$ cat src/rtl/rcvr_ctrl_pkg.sv
// Shared types and defaults for the receiver-word stream controller.
package rcvr_ctrl_pkg;

  localparam int WORD_W_DEF = 10;
  localparam int CNT_W_DEF  = 4;

  // Binary-encoded controller states.
  typedef enum logic [1:0] {
    ST_IDLE  = 2'd0,
    ST_CLEAR = 2'd1,
    ST_SHIFT = 2'd2,
    ST_DONE  = 2'd3
  } state_e;

  // Hit-map bit position for the idx-th shifted bit. The map is MSB-first,
  // matching the order in which the word leaves the shifter.
  function automatic int unsigned hit_pos(input int unsigned idx,
                                          input int unsigned word_w = WORD_W_DEF);
    return word_w - 1 - idx;
  endfunction

endpackage

$ cat src/rtl/rcvr_shifter.sv
// Loadable left shift register; the MSB is the serial output.
module rcvr_shifter #(
  parameter int W = 10
) (
  input  logic         clk,
  input  logic         clr_i,
  input  logic         load_i,
  input  logic [W-1:0] load_data_i,
  input  logic         shift_i,
  output logic         msb_o
);

  logic [W-1:0] data_q;

  // Clear has priority over load, load over shift.
  always_ff @(posedge clk) begin
    if (clr_i) begin
      data_q <= '0;
    end else if (load_i) begin
      data_q <= load_data_i;
    end else if (shift_i) begin
      data_q <= {data_q[W-2:0], 1'b0};
    end
  end

  assign msb_o = data_q[W-1];

endmodule

$ cat src/rtl/rcvr_stream_ctrl.sv
// Sequencer feeding a serial pattern detector from parallel receiver words:
// accept a word, clear the detector for one cycle, shift the word out MSB-first
// while sampling the detector output, then publish hit count/map with a done pulse.
module rcvr_stream_ctrl
  import rcvr_ctrl_pkg::*;
#(
  parameter int WORD_W = WORD_W_DEF,
  parameter int CNT_W  = CNT_W_DEF
) (
  input  logic              clk,
  input  logic              r,
  input  logic              load_valid,
  output logic              load_ready,
  input  logic [WORD_W-1:0] load_word,
  output logic              det_clr,
  output logic              ser_bit,
  output logic              ser_en,
  input  logic              activate,
  input  logic              abort,
  output logic              busy,
  output logic              done,
  output logic              aborted,
  output logic [CNT_W-1:0]  hit_count,
  output logic [WORD_W-1:0] hit_map
);

  state_e              state_q, state_d;
  logic [CNT_W-1:0]    idx_q, idx_d;
  logic [CNT_W-1:0]    hit_count_q, hit_count_d;
  logic [WORD_W-1:0]   hit_map_q, hit_map_d;
  logic                aborted_q, aborted_d;

  logic accept;
  logic last_bit;
  logic shift_en;

  // Reset masks load_ready so no word is taken in the reset cycle itself.
  assign load_ready = !r && (state_q == ST_IDLE || state_q == ST_DONE);
  assign accept     = load_valid && load_ready;
  assign last_bit   = (idx_q == CNT_W'(WORD_W - 1));
  // An aborting cycle leaves the remaining bits unshifted.
  assign shift_en   = (state_q == ST_SHIFT) && !abort;

  rcvr_shifter #(.W(WORD_W)) u_shifter (
    .clk         (clk),
    .clr_i       (r),
    .load_i      (accept),
    .load_data_i (load_word),
    .shift_i     (shift_en),
    .msb_o       (ser_bit)
  );

  // Next-state, bit index and result accumulation.
  always_comb begin
    // NOTE: every variable gets a default before the case so no path can infer a latch.
    state_d     = state_q;
    idx_d       = idx_q;
    hit_count_d = hit_count_q;
    hit_map_d   = hit_map_q;
    aborted_d   = aborted_q;
    case (state_q)
      ST_IDLE, ST_DONE: begin
        if (accept) begin
          state_d     = ST_CLEAR;
          hit_count_d = '0;
          hit_map_d   = '0;
          aborted_d   = 1'b0;
        end else begin
          state_d = ST_IDLE;
        end
      end
      ST_CLEAR: begin
        state_d = ST_SHIFT;
        idx_d   = '0;
      end
      ST_SHIFT: begin
        if (activate) begin
          hit_count_d = hit_count_q + CNT_W'(1);
          hit_map_d   = hit_map_q | (WORD_W'(1) << hit_pos(int'(idx_q), WORD_W));
        end
        idx_d = idx_q + CNT_W'(1);
        if (abort) begin
          aborted_d = 1'b1;
          state_d   = ST_DONE;
        end else if (last_bit) begin
          state_d = ST_DONE;
        end
      end
      default: state_d = ST_IDLE;
    endcase
  end

  // State and result registers with synchronous reset.
  always_ff @(posedge clk) begin
    // NOTE: non-blocking assignments so every register samples pre-edge values.
    if (r) begin
      state_q     <= ST_IDLE;
      idx_q       <= '0;
      hit_count_q <= '0;
      hit_map_q   <= '0;
      aborted_q   <= 1'b0;
    end else begin
      state_q     <= state_d;
      idx_q       <= idx_d;
      hit_count_q <= hit_count_d;
      hit_map_q   <= hit_map_d;
      aborted_q   <= aborted_d;
    end
  end

  assign det_clr   = r || (state_q == ST_CLEAR);
  assign ser_en    = (state_q == ST_SHIFT);
  assign busy      = (state_q == ST_CLEAR) || (state_q == ST_SHIFT);
  assign done      = (state_q == ST_DONE);
  assign aborted   = aborted_q;
  assign hit_count = hit_count_q;
  assign hit_map   = hit_map_q;

endmodule
$ cat config.mk
export PLATFORM = sky130hd
export DESIGN_NAME = rcvr_stream_ctrl
export DESIGN_NICKNAME = d
export VERILOG_FILES = /design/src/rtl/rcvr_ctrl_pkg.sv /design/src/rtl/rcvr_shifter.sv /design/src/rtl/rcvr_stream_ctrl.sv
export SDC_FILE = /design/constraint.sdc
export NUM_CORES = 1
export LEC_CHECK = 0
export CAP_MARGIN = 30
export CORE_MARGIN = 8
export CORE_UTILIZATION = 25
export DETAILED_ROUTE_END_ITERATION = 6
export DONT_BUFFER_PORTS = 1
export GPL_TIMING_DRIVEN = 0
export SETUP_SLACK_MARGIN = 0.2
export SYNTH_ARGS = -nofsm -noshare
export SYNTH_HDL_FRONTEND = slang
export SYNTH_HIERARCHICAL = 1
export SYNTH_SLANG_ARGS = --single-unit
$ cat constraint.sdc
create_clock -name clk -period 2.29 [get_ports clk]
set_input_delay 0.458 -clock clk [delete_from_list [all_inputs] [get_ports clk]]
set_output_delay 0.458 -clock clk [all_outputs]
set_load 0.05 [all_outputs]
; Yosys cells after proc, flatten, opt, wreduce, memory -nomap -nowiden
; Index checks and enable logic that the tools add are counted.
[totals]
output_inout_bits = 21
word_cells = 50
input_bits = 15
ff_bits = 31
[classes]
n_shift = 1
add_sub_neg = 3
muxes = 16
bitwise_logic = 1
reduce_logical = 15
eq_ne = 8
[op_table]
columns = operator, count
row1 = $mux 10, 4
row2 = $shl 1x32->10 const A, 1
row3 = $pmux 10 s2, 1
row4 = $pmux 4 s2, 2
row5 = $or 10x10->10, 1
row6 = $add 4x1->4 const B, 2
row7 = $mux 4, 2
row8 = $pmux 2 s3, 1
row9 = $reduce_and 3->1, 2
row10 = $reduce_bool 2->1, 3
row11 = $sub 4x4->5 const A, 1
row12 = $eq 2x2->1 const B, 2
row13 = $eq 4x4->1 const B, 1
row14 = $mux 2, 2
row15 = $ne 2x1->1 const B, 2
row16 = $logic_and 1x1->1, 3
row17 = $logic_or 1x1->1, 3
row18 = $mux 1, 3
row19 = $ne 3x1->1 const B, 1
row20 = $eq 2x1->1 const B, 1
row21 = $logic_not 1->1, 2
row22 = $logic_not 2->1, 1
row23 = $ne 2x2->1 const B, 1
row24 = $pmux 1 s2, 1
row25 = $reduce_or 2->1, 1

; Depth between registers and ports, before layout
; Gate-level depths: netlist of the first run.
[logic_depth]
ltp_word = 6
mapped_depth = 8
ltp_nobuf = 7

; Modules after synthesis
; The synthesis of the first run kept the hierarchy.
[by_module_without_submodules]
columns = module, seq_area_each_um2, area_per_inst_um2, cells_per_inst, instances
row1 = rcvr_stream_ctrl, 420.4, 1046.0, 116, 1
row2 = rcvr_shifter, 200.2, 457.9, 44, 1

; Worst setup path after synthesis of the first run
; OpenSTA, ideal clock, no wires.
[synth_timing]
path_kind = register to register
from = register state_q[0]
to = register u_shifter.data_q[9]
path_buffers = 1
required_ps = 2204
path_stages_with_launch = 9
setup_time_ps = 86
slack_ps = -275
arrival_time_ps = 2480
period_less_slack_ps = 2565
cell_sequence = dfxtp_1 > inv_1 > ha_1 > inv_2 > nor2_1 > and2_1 > buf_4 > clkinv_1 > a211oi_1
[synth_via]
elab_chain_cells = 5
word_cells_on_any_way = 9
classes_between = eq/ne (2) / mux (1) / reduce/logical (6)
[synth_rtl]
columns = element, line_no
row1 = start: declaration, rcvr_stream_ctrl.sv:27  ; state_e state_q, state_d;
row2 = start signal: assignment, rcvr_stream_ctrl.sv:103  ; state_q <= state_d;
row3 = $eq 2x2->1 / $logic_not 2->1 (equally long branches), rcvr_stream_ctrl.sv:38  ; assign load_ready = !r && (state_q == ST_IDLE || state_q == ST_DONE);
row4 = $logic_or 1x1->1 (*), rcvr_stream_ctrl.sv:38
row5 = $logic_and 1x1->1 (*), rcvr_stream_ctrl.sv:38
row6 = net load_ready, rcvr_stream_ctrl.sv:13  ; output logic load_ready,
row7 = $logic_and 1x1->1 (*), rcvr_stream_ctrl.sv:39  ; assign accept = load_valid && load_ready;
row8 = net accept, rcvr_stream_ctrl.sv:33  ; logic accept;
row9 = $mux 10 / $reduce_bool 2->1 (equally long branches), --
row10 = end signal: assignment, rcvr_shifter.sv:20  ; data_q <= load_data_i;
row11 = end signal: assignment, rcvr_shifter.sv:22  ; data_q <= {data_q[W-2:0], 1'b0};
row12 = end: declaration, rcvr_shifter.sv:13  ; logic [W-1:0] data_q;
; The timed path passes the listed nets; every way through them passes the cells marked *.
; A chain may end at the register's enable or synchronous reset.

; Worst setup path in the final report of the first run
[layout_timing]
from = register state_q[0]
to = register u_shifter.data_q[2]
; The elaborated chain is that of the path after synthesis.

==> summary.txt, run 1 <==
Run status
  • Outcome: finished, final reports clean

Routing
  • DR iter-0 viols: between 40 and 50
  • Post-route ant nets: 0
  • Drt total wl: between 3000 and 4000 µm
  • WL per Instance: 13.2 µm
  • Via count: around 1,100
  • Drt first pass iters: 4
  • Vias per cell: about 4.5
  • Drt drc: 0

Floorplan
  • Initial core utilization: 25.6%
  • Io pins: 36
  • Row count: 28
  • Die X: roughly 94 µm
  • Die area: approximately 8800 µm²
  • Die height: 93.6 µm
  • Core Area: 5890 µm²

Synth
  • Mapped Cells: 160
  • Mapped Nets: between 150 and 200
  • Mean Syn Cell Area: 9.40 µm²
  • Async set-reset flop share out of synthesis: 0%
  • Synth warn: 6
  • Post-synth top flop: dfxtp_1
  • Post-synth EDFFs: 0
  • Synthesized area: roughly 1500 µm²
  • Share of Yosys cell area claimed by the top area cell type: around 41%
  • Largest cells by area after synthesis: dfxtp_1 (41%), ha_1 (6.7%), mux2i_1 (6.7%)
  • Cell taking the most area after synthesis: dfxtp_1
  • Synth unique cells: 37
  • Flops & latches, synth: 31
  • Post-synthesis sequential area ratio: 41.3%

Finish
  • Diode count: 0
  • Layout cells sized above 1: roughly 15%
  • Area Growth Syn to Fin: 14.1%
  • Fin nets: 190
  • Final instance area: approximately 1700 µm²
  • Leading cell type in the layout, fill and taps excluded: dfxtp_1
  • Most frequent cells in the layout: dfxtp_1 (30), nor2_1 (21), nor2b_1 (10), a211oi_1 (10), mux2i_1 (10)
  • Layout Cells excl Fill: between 200 and 250

Clock tree
  • Total clock buffers created by CTS: 5
  • Root Buffer: clkbuf_8
  • CTS H-tree lvls: 2
  • Worst-skew pair later-pin latency: 0.28 ns
  • Sinks on the clock net: 31
  • CTS max path bufs: 2
  • Hold_buf cts: 0
  • Worst-path clk slew: approximately 0.06 ns
  • Post-CTS Setup Inserts: 0
  • CTS tree: built

Critical path
  • CP Launch Type: flop
  • Crit path kind: reg -> reg
  • Endpoint type of the worst setup path: flop
  • Crit path max fanout: 10
  • Critical path required time: 2.48 ns
  • Worst EP arrival: approximately 2.1 ns

Power and ir drop
  • Reg power frac: ~40%
  • Leak: between 0.6 and 0.7 nW
  • Clk pwr share: 20.8%
  • Total power: about 2.0 mW
  • Switching portion of total power: a little over two fifths
  • Peak VDD IR: around 0.00031 V
  • Combinational group share of total power: 39.6%
  • Pwr per Cell Area: approximately 1100 nW/µm²
  • NetSw: slightly above 0.8 mW
  • Power Internal: about 1.1 mW

Timing
  • RSZ-0062 raised after global routing: no
  • Worst Tran Pin Value: 0.602 ns
  • Minimum clock period: about 2 ns
  • Hold Fails Final Rpt: 0
  • Slew headroom: roughly three fifths
  • Final worst slack: 0.343 ns
  • Clk_skew: approximately 0.0052 ns
  • Final setup viols: 0
  • Fin crit share: between 80% and 90%
  • Final Max Tran Viols: 0
  • Maximum clock frequency: 514 MHz

Global route
  • Remaining Overflow, GRT: 0
  • All-layer global routing usage: 7.37%
  • Met2 Usage GRT: between 10% and 20%
  • Number of global-route vias before repair: around 1,100
  • Largest net degree at the start of global routing: 11
  • Antenna violations before repair: 0
  • Global-route wire length before repair: ~5100 µm
  • GRT met3 Usage: under 10%
  • GRT Max-Usage Layer: met2
  • GR Util met1: under 10%

Flow run
  • Total of max-cap violations: 0

Placement
  • Placed cells: approximately 240
  • Gp weighted congestion: 0.694
  • Port buffer count: 0
  • Post-DP HPWL: approximately 2500 µm
  • Dpl ws: -0.0412 ns
  • Post-Place Cell Area: 1610 µm²

Worst hold path
  • Hold crit path type: in -> reg
## synth_stat cells (2+ instances only)
master and n:
nor2b_1 10, nand2_1 5, nand3_1 2, a31oi_1 5, nand2b_1 4, a22oi_1 2
a21o_1 2, dfxtp_1 31, nor2_1 22, buf_4 2, and2_1 2, nor3_1 4
ha_1 8, o21ai_0 3, a21oi_1 9, mux2i_1 10, inv_1 5, a211oi_1 11
clkbuf_1 2, or3b_1 2, buf_6 3
## sequential cells by signal, summed over array words and instances (netlist names)
| register | flops |
|---|---|
| hit_map | 10 |
| u_shifter/data_q | 10 |
| hit_count | 4 |
| idx_q | 4 |
| state_q | 2 |
| aborted | 1 |
## path summary, 6_finish.rpt
path                                              start                          endpoint  slack (ns)  cells after the start
worst max-delay path            state_q[0]$_SDFFE_PP0P_  u_shifter/data_q[2]$_SDFFE_PP0P_        0.34                      8
worst max register to register  state_q[0]$_SDFFE_PP0P_  u_shifter/data_q[2]$_SDFFE_PP0P_        0.34                      8
worst min register to register  state_q[0]$_SDFFE_PP0P_           state_q[0]$_SDFFE_PP0P_        0.52                      2
worst min-delay path                       load_word[0]  u_shifter/data_q[0]$_SDFFE_PP0P_        0.32                      2
## per-stage QoR
| stage | hold slack [ns] | TNS [ns] | utilization [%] |
|---|---|---|---|
| after CTS | 0.318 | 0 | 29.1 |
| final | 0.322 | 0 | 29.1 |
| after detailed placement | 0.526 | -0.153 | 27.3 |
| after floorplan | 0.489 | 0 | - |
| after global routing | 0.311 | 0 | 29.1 |
| after global placement | 0.518 | -0.0268 | 27.3 |
## per-layer routing
layer | wire length (µm) | share of wire [%]
met1 | 1370 | 43
met2 | 1610 | 50
met3 | 152 | 4.8
met4 | 69 | 2.2
met5 | 0 | 0
## power groups by stage
stage / combinational, mW / sequential (mW) / clock (mW)
after floorplan: 0.633 / 0.771 / 0
after global placement: 0.735 / 0.788 / 0
after detailed placement: 0.741 / 0.790 / 0
after CTS: 0.788 / 0.780 / 0.423
after global routing: 0.845 / 0.790 / 0.446
final: 0.777 / 0.780 / 0.408
## cell families after synthesis
group / share of synthesized area (%)
AO/OA/AOI/OAI: 18.6
XOR/XNOR: 0.582
adder cells (fa/ha/maj): 6.66
buffers and inverters: 5.82
flip-flops: 41.3
multiplexers: 6.66
AND/OR/NAND/NOR: 20.5
## repair_timing
action / in CTS / in global routing
cloned: 0 / 0
pin swaps: 1 / 1
resized for setup: 6 / 1
endpoints found under the setup margin: 10 / 4
## layout make-up
class / instances / area (µm²)
clock buffers: 7 / 76.3
inverters: 7 / 33.8
clock inverters: 1 / 5.00
fillers: 614 / 4170
flip-flops and latches: 31 / 622
multi-input cells: 114 / 823
plain buffers: 8 / 61.3
well taps: 75 / 93.8
## critical path, stage by stage, from the launching register on
cell and delay [ns]:
dfxtp_2 0.36, inv_1 0.07, ha_4 0.32, inv_4 0.10
nor2_4 0.32, and2_4 0.22, buf_4 0.15, clkinv_4 0.09
a211oi_1 0.21
Power figures use the tool's default switching activity.
==> run 2: changes to the inputs <==
--- a/config.mk
+++ b/config.mk
@@ -7,7 +7,8 @@
 export LEC_CHECK = 0
 export CAP_MARGIN = 30
 export CORE_MARGIN = 8
-export CORE_UTILIZATION = 25
+export CORE_UTILIZATION = 50
+export CTS_CLUSTER_SIZE = 40
 export DETAILED_ROUTE_END_ITERATION = 6
 export DONT_BUFFER_PORTS = 1
 export GPL_TIMING_DRIVEN = 0
==> summary.txt, run 2 (same netlist as run 1, synthesis figures left out) <==
Run status
  • Outcome: finished, final reports clean

Routing
  • Routed length on met2: approximately 1300 µm
  • Drt drc: 0
  • Vias per cell: around 5.5
  • Met1 wire length: ~1400 µm
  • Drt total wl: between 3000 and 4000 µm
  • Highest metal used: met4
  • Post-route ant nets: 0
  • DR iter-0 viols: 38
  • Wire length on met3: between 300 and 400 µm
  • Via count: roughly 1,100
  • WL per Instance: ~15 µm
  • Drt first pass iters: 4

Critical path
  • Largest stage delay on the critical path: ~0.36 ns
  • Worst EP arrival: around 1.5 ns
  • Crit path cell chain: inv_1, ha_4, inv_4, nor2_4
  • Crit path max fanout: 4
  • CP Launch Type: flop
  • Worst reg2reg startpoint: state_q[0]$_SDFFE_PP0P_
  • Crit path max-delay cell type: dfxtp_2
  • Endpoint type of the worst setup path: output pin
  • Critical path required time: ~1.8 ns
  • Buf+Inv Stages, Crit Path: 2
  • Reg2reg setup slack: about 0.38 ns
  • CP delay by family, top: flip-flops
  • Crit path kind: reg -> out
  • Worst R2R End: u_shifter/data_q[9]$_SDFFE_PP0P_
  • Path depth of the worst reg2reg path: 8

Global route
  • Number of global-route vias before repair: 1,173
  • Largest net degree at the start of global routing: 11
  • Remaining Overflow, GRT: 0
  • All-layer global routing usage: between 10% and 20%
  • Global-route wire length before repair: 5330 µm
  • Antenna violations before repair: 0

Clock tree
  • Sinks on the clock net: 31
  • Total clock buffers created by CTS: 5
  • Root Buffer: clkbuf_4
  • CTS tree: built
  • Worst-path clk slew: 0.10 ns
  • CTS H-tree lvls: 2
  • CTS max path bufs: 2
  • Worst-skew pair later-pin latency: roughly 0.33 ns

Flow run
  • Total of max-cap violations: 0

Worst hold path
  • Hold crit path type: in -> reg
  • Min-delay src: load_word[0]
  • Worst Hold Endpoint: u_shifter/data_q[0]$_SDFFE_PP0P_
  • Hold depth: 2

Timing
  • Final Max Tran Viols: 0
  • Maximum clock frequency: 513 MHz
  • Fin crit share: a little under nine tenths
  • Minimum clock period: approximately 2 ns
  • RSZ-0062 raised after global routing: no
  • Hold Fails Final Rpt: 0
  • Worst Tran Pin Value: 0.609 ns
  • Final setup viols: 0
  • Slew headroom: approximately 59%
  • Clk_skew: around 0.007 ns
  • Hold_ws: approximately 0.26 ns

Power and ir drop
  • Peak VDD IR: approximately 0.00072 V
  • Pwr per Cell Area: 1200 nW/µm²
  • Leak: about 0.61 nW
  • Total power: 2.00 mW

Placement
  • Post-DP HPWL: 2370 µm
  • Gp weighted congestion: 0.766
  • Port buffer count: 0

Finish
  • Diode count: 0
  • Multi-input gate area: 826 µm²
  • Sequential cell area: around 620 µm²
  • Leading cell type in the layout, fill and taps excluded: dfxtp_1
  • Most frequent cells in the layout: dfxtp_1 (30), nor2_1 (21), nor2b_1 (10), a211oi_1 (10), mux2i_1 (10)
  • Layout cells sized above 1: 16.7%
  • Fin nets: 190
  • Area Growth Syn to Fin: 10.9%
  • Fillers: approximately 290

Floorplan
  • Initial core utilization: between 50% and 60%
  • Die X: ~71 µm
  • Row count: 20
  • Die height: roughly 70 µm
  • Core Area: approximately 3000 µm²
  • Io pins: 36
  • Die area: ~5000 µm²
==> run 2: layout make-up <==
| cell class | instances | area share, % |
|---|---|---|
| tap | 33 | 2.48 |
| multi-input combinational | 114 | 49.5 |
| inverter | 7 | 1.88 |
| clock inverter | 2 | 2.10 |
| sequential | 31 | 37.3 |
| clock buffer | 6 | 3.08 |
| buffer | 8 | 3.68 |
==> run 2: worst max-delay path by stage <==
stage | startpoint | to | slack [ns] | depth (start not counted)
floorplan | state_q[0]$_SDFFE_PP0P_ | u_shifter/data_q[9]$_SDFFE_PP0P_ | 0.24 | 8
global placement | state_q[0]$_SDFFE_PP0P_ | u_shifter/data_q[9]$_SDFFE_PP0P_ | 0.003 | 8
detailed placement | state_q[0]$_SDFFE_PP0P_ | u_shifter/data_q[9]$_SDFFE_PP0P_ | -0.05 | 8
CTS | state_q[0]$_SDFFE_PP0P_ | u_shifter/data_q[5]$_SDFFE_PP0P_ | 0.21 | 8
global route | state_q[0]$_SDFFE_PP0P_ | load_ready | 0.25 | 4
finish | state_q[0]$_SDFFE_PP0P_ | load_ready | 0.34 | 4
==> run 2: per-stage QoR <==
stage	cell area, µm²	worst slack (ns)	util [%]	setup TNS (ns)	std cells
6_report	1670	0.343	56.5	0	201
3_3_place_gp	1560	0.00316	52.7	0	193
3_5_place_dp	1560	-0.0516	52.7	-0.257	193
4_1_cts	1660	0.211	56.1	0	201
5_1_grt	1670	0.253	56.5	0	201
2_1_floorplan	1510	0.241	-	0	160
==> run 2: power by group <==
part           internal (mW)  switching, mW  leakage (nW)
Sequential             0.624          0.154         0.252
Combinational          0.306          0.475         0.308
Clock                  0.258          0.188        0.0482
Total                   1.19          0.817         0.609
==> run 2: timing repair <==
action,CTS,global route
gates resized for setup,4,4
buffers inserted,0,0
pin swaps,1,1
endpoints found under the setup margin,10,11
hold buffers,0,0
==> run 2: per-layer routing <==
metal,up-vias,GRT usage [%]
li1,574,-
met1,503,14.7
met2,28,19.9
met3,7,8.47
met4,0,5.08
met5,-,0
==> run 3: changes to the inputs <==
--- a/config.mk
+++ b/config.mk
@@ -12,7 +12,7 @@
 export DETAILED_ROUTE_END_ITERATION = 6
 export DONT_BUFFER_PORTS = 1
 export GPL_TIMING_DRIVEN = 0
-export SETUP_SLACK_MARGIN = 0.2
+export SETUP_SLACK_MARGIN = 0.02
 export SYNTH_ARGS = -nofsm -noshare
 export SYNTH_HDL_FRONTEND = slang
 export SYNTH_HIERARCHICAL = 1
==> summary.txt, run 3 (same netlist as run 1, synthesis figures left out) <==
Placement
  • Placed cells: slightly below 200
  • Dpl ws: -0.170 ns
  • Port buffer count: 0
  • Gp weighted congestion: 0.735
  • Post-Place Cell Area: ~1600 µm²
  • Post-DP HPWL: about 2500 µm

Critical path
  • Crit path max fanout: 10
  • Endpoint type of the worst setup path: flop
  • Largest stage delay on the critical path: approximately 0.40 ns
  • CP Launch Type: flop
  • CP delay by family, top: simple AND/OR/NAND/NOR gates
  • Crit path max-delay cell type: dfxtp_1
  • Crit path kind: reg -> reg
  • Buf+Inv Stages, Crit Path: 4
  • Crit path cell chain: inv_1, ha_4, inv_4, nor2_4, and2_1, buf_4, clkinv_2, a211oi_1
  • Worst EP arrival: approximately 2.3 ns
  • Critical path required time: approximately 2.5 ns

Worst hold path
  • Hold crit path type: in -> reg

Finish
  • Final instance area: between 1500 and 2000 µm²
  • Fin nets: 190
  • Diode count: 0
  • Layout cells sized above 1: 14.9%
  • Utilization after layout: 56.1%
  • Layout Cells excl Fill: roughly 200
  • Most frequent cells in the layout: dfxtp_1 (31), nor2_1 (21), a211oi_1 (11), nor2b_1 (10), mux2i_1 (10)
  • Area Growth Syn to Fin: 10.1%
  • Leading cell type in the layout, fill and taps excluded: dfxtp_1

Power and ir drop
  • Leak: just over 0.6 nW
  • Peak VDD IR: 0.000594 V
  • Pwr per Cell Area: ~1200 nW/µm²
  • Total power: between 1.5 and 2 mW

Floorplan
  • Die height: 70.8 µm
  • Initial core utilization: between 50 and 60%
  • Io pins: 36
  • Row count: 20
  • Core Area: a little under 3000 µm²
  • Die X: 70.8 µm
  • Die area: between 5000 and 6000 µm²

Timing
  • Final setup viols: 0
  • RSZ-0062 raised after global routing: yes
  • Fin crit share: between 90% and 100%
  • Hold_ws: between 0.2 and 0.3 ns
  • Final setup TNS: 0 ns
  • Maximum clock frequency: between 400 and 500 MHz
  • Final worst slack: 0.187 ns
  • Slew headroom: between 60% and 70%
  • Final Max Tran Viols: 0
  • Hold Fails Final Rpt: 0
  • Minimum clock period: 2.10 ns
  • Clk_skew: 0.0117 ns
  • Worst Tran Pin Value: a little under 0.6 ns

Clock tree
  • CTS H-tree lvls: 2
  • Sinks on the clock net: 31
  • Total clock buffers created by CTS: 5
  • Worst-skew pair later-pin latency: between 0.3 and 0.4 ns
  • CTS tree: built
  • Worst-path clk slew: around 0.09 ns
  • Hold_buf cts: 0
  • CTS max path bufs: 2
  • Root Buffer: clkbuf_4

Routing
  • Drt first pass iters: 4
  • Drt total wl: 3190 µm
  • Post-route ant nets: 0
  • Via count: between 1,000 and 1,500
  • Vias per cell: 5.65
  • Drt drc: 0
  • DR iter-0 viols: 42
  • WL per Instance: between 15 and 20 µm

Global route
  • Remaining Overflow, GRT: 0
  • Antenna violations before repair: 0
  • All-layer global routing usage: around 14%
  • Number of global-route vias before repair: 1,194
  • Global-route wire length before repair: 5440 µm
  • Largest net degree at the start of global routing: 11

Flow run
  • Total of max-cap violations: 0

Run status
  • Outcome: finished, final reports clean
run 3: changes by cell type in the layout (fill, tap and decap cells not counted):
| cell | before | now |
|---|---|---|
| and2_4 | 1 | 0 |
| dfxtp_2 | 1 | 0 |
| and2_1 | 1 | 2 |
| clkinv_2 | 1 | 2 |
| a211oi_1 | 10 | 11 |
| or2_2 | 0 | 1 |
| a211oi_2 | 1 | 0 |
| dfxtp_1 | 30 | 31 |
| inv_4 | 2 | 1 |
| or2_4 | 1 | 0 |
run 3: worst paths after layout:
kind                           start                               end  slack, ns  depth (start not counted)
max          state_q[0]$_SDFFE_PP0P_  u_shifter/data_q[3]$_SDFFE_PP0P_       0.19                          8
min                     load_word[0]  u_shifter/data_q[0]$_SDFFE_PP0P_       0.27                          2
max reg2reg  state_q[0]$_SDFFE_PP0P_  u_shifter/data_q[3]$_SDFFE_PP0P_       0.19                          8
min reg2reg    idx_q[3]$_SDFFE_PP0P_             idx_q[3]$_SDFFE_PP0P_       0.54                          2
run 3: timing repair:
action / CTS / global route
pin swaps: 1 / 1
gates resized for setup: 2 / 3
setup buffers: 0 / 0
setup endpoints to repair: 9 / 9
run 3: layer usage:
metal | vias to the layer above | part of all wire, % | global-route usage [%]
li1 | 577 | - | -
met5 | - | 0 | 0
met2 | 31 | 48 | 23.1
met4 | 0 | 1.1 | 5.54
met1 | 524 | 43 | 14.6
met3 | 4 | 8.0 | 5.51
run 3: worst register-to-register path, delay by kind of cell, from the launching register on:
family	cells	cell delay, ns
buffers and inverters	4	0.51
AOI/OAI and AO/OA	1	0.24
adders and majority gates	1	0.33
DFF	1	0.40
and+or+nand+nor	2	0.54
run 3: cell type report:
cell class	instances	area (µm²)
Buffer	8	61.3
Tap cell	33	41.3
Clock inverter	2	35.0
Sequential cell	31	621
Clock buffer	6	51.3
Multi-Input combinational cell	114	816
Fill cell	281	1300
Inverter	7	30.0
run 3: where the power goes:
part,switching [mW],internal (mW),total [mW]
combinational,0.482,0.300,0.782
sequential,0.156,0.622,0.779
clock,0.181,0.258,0.439
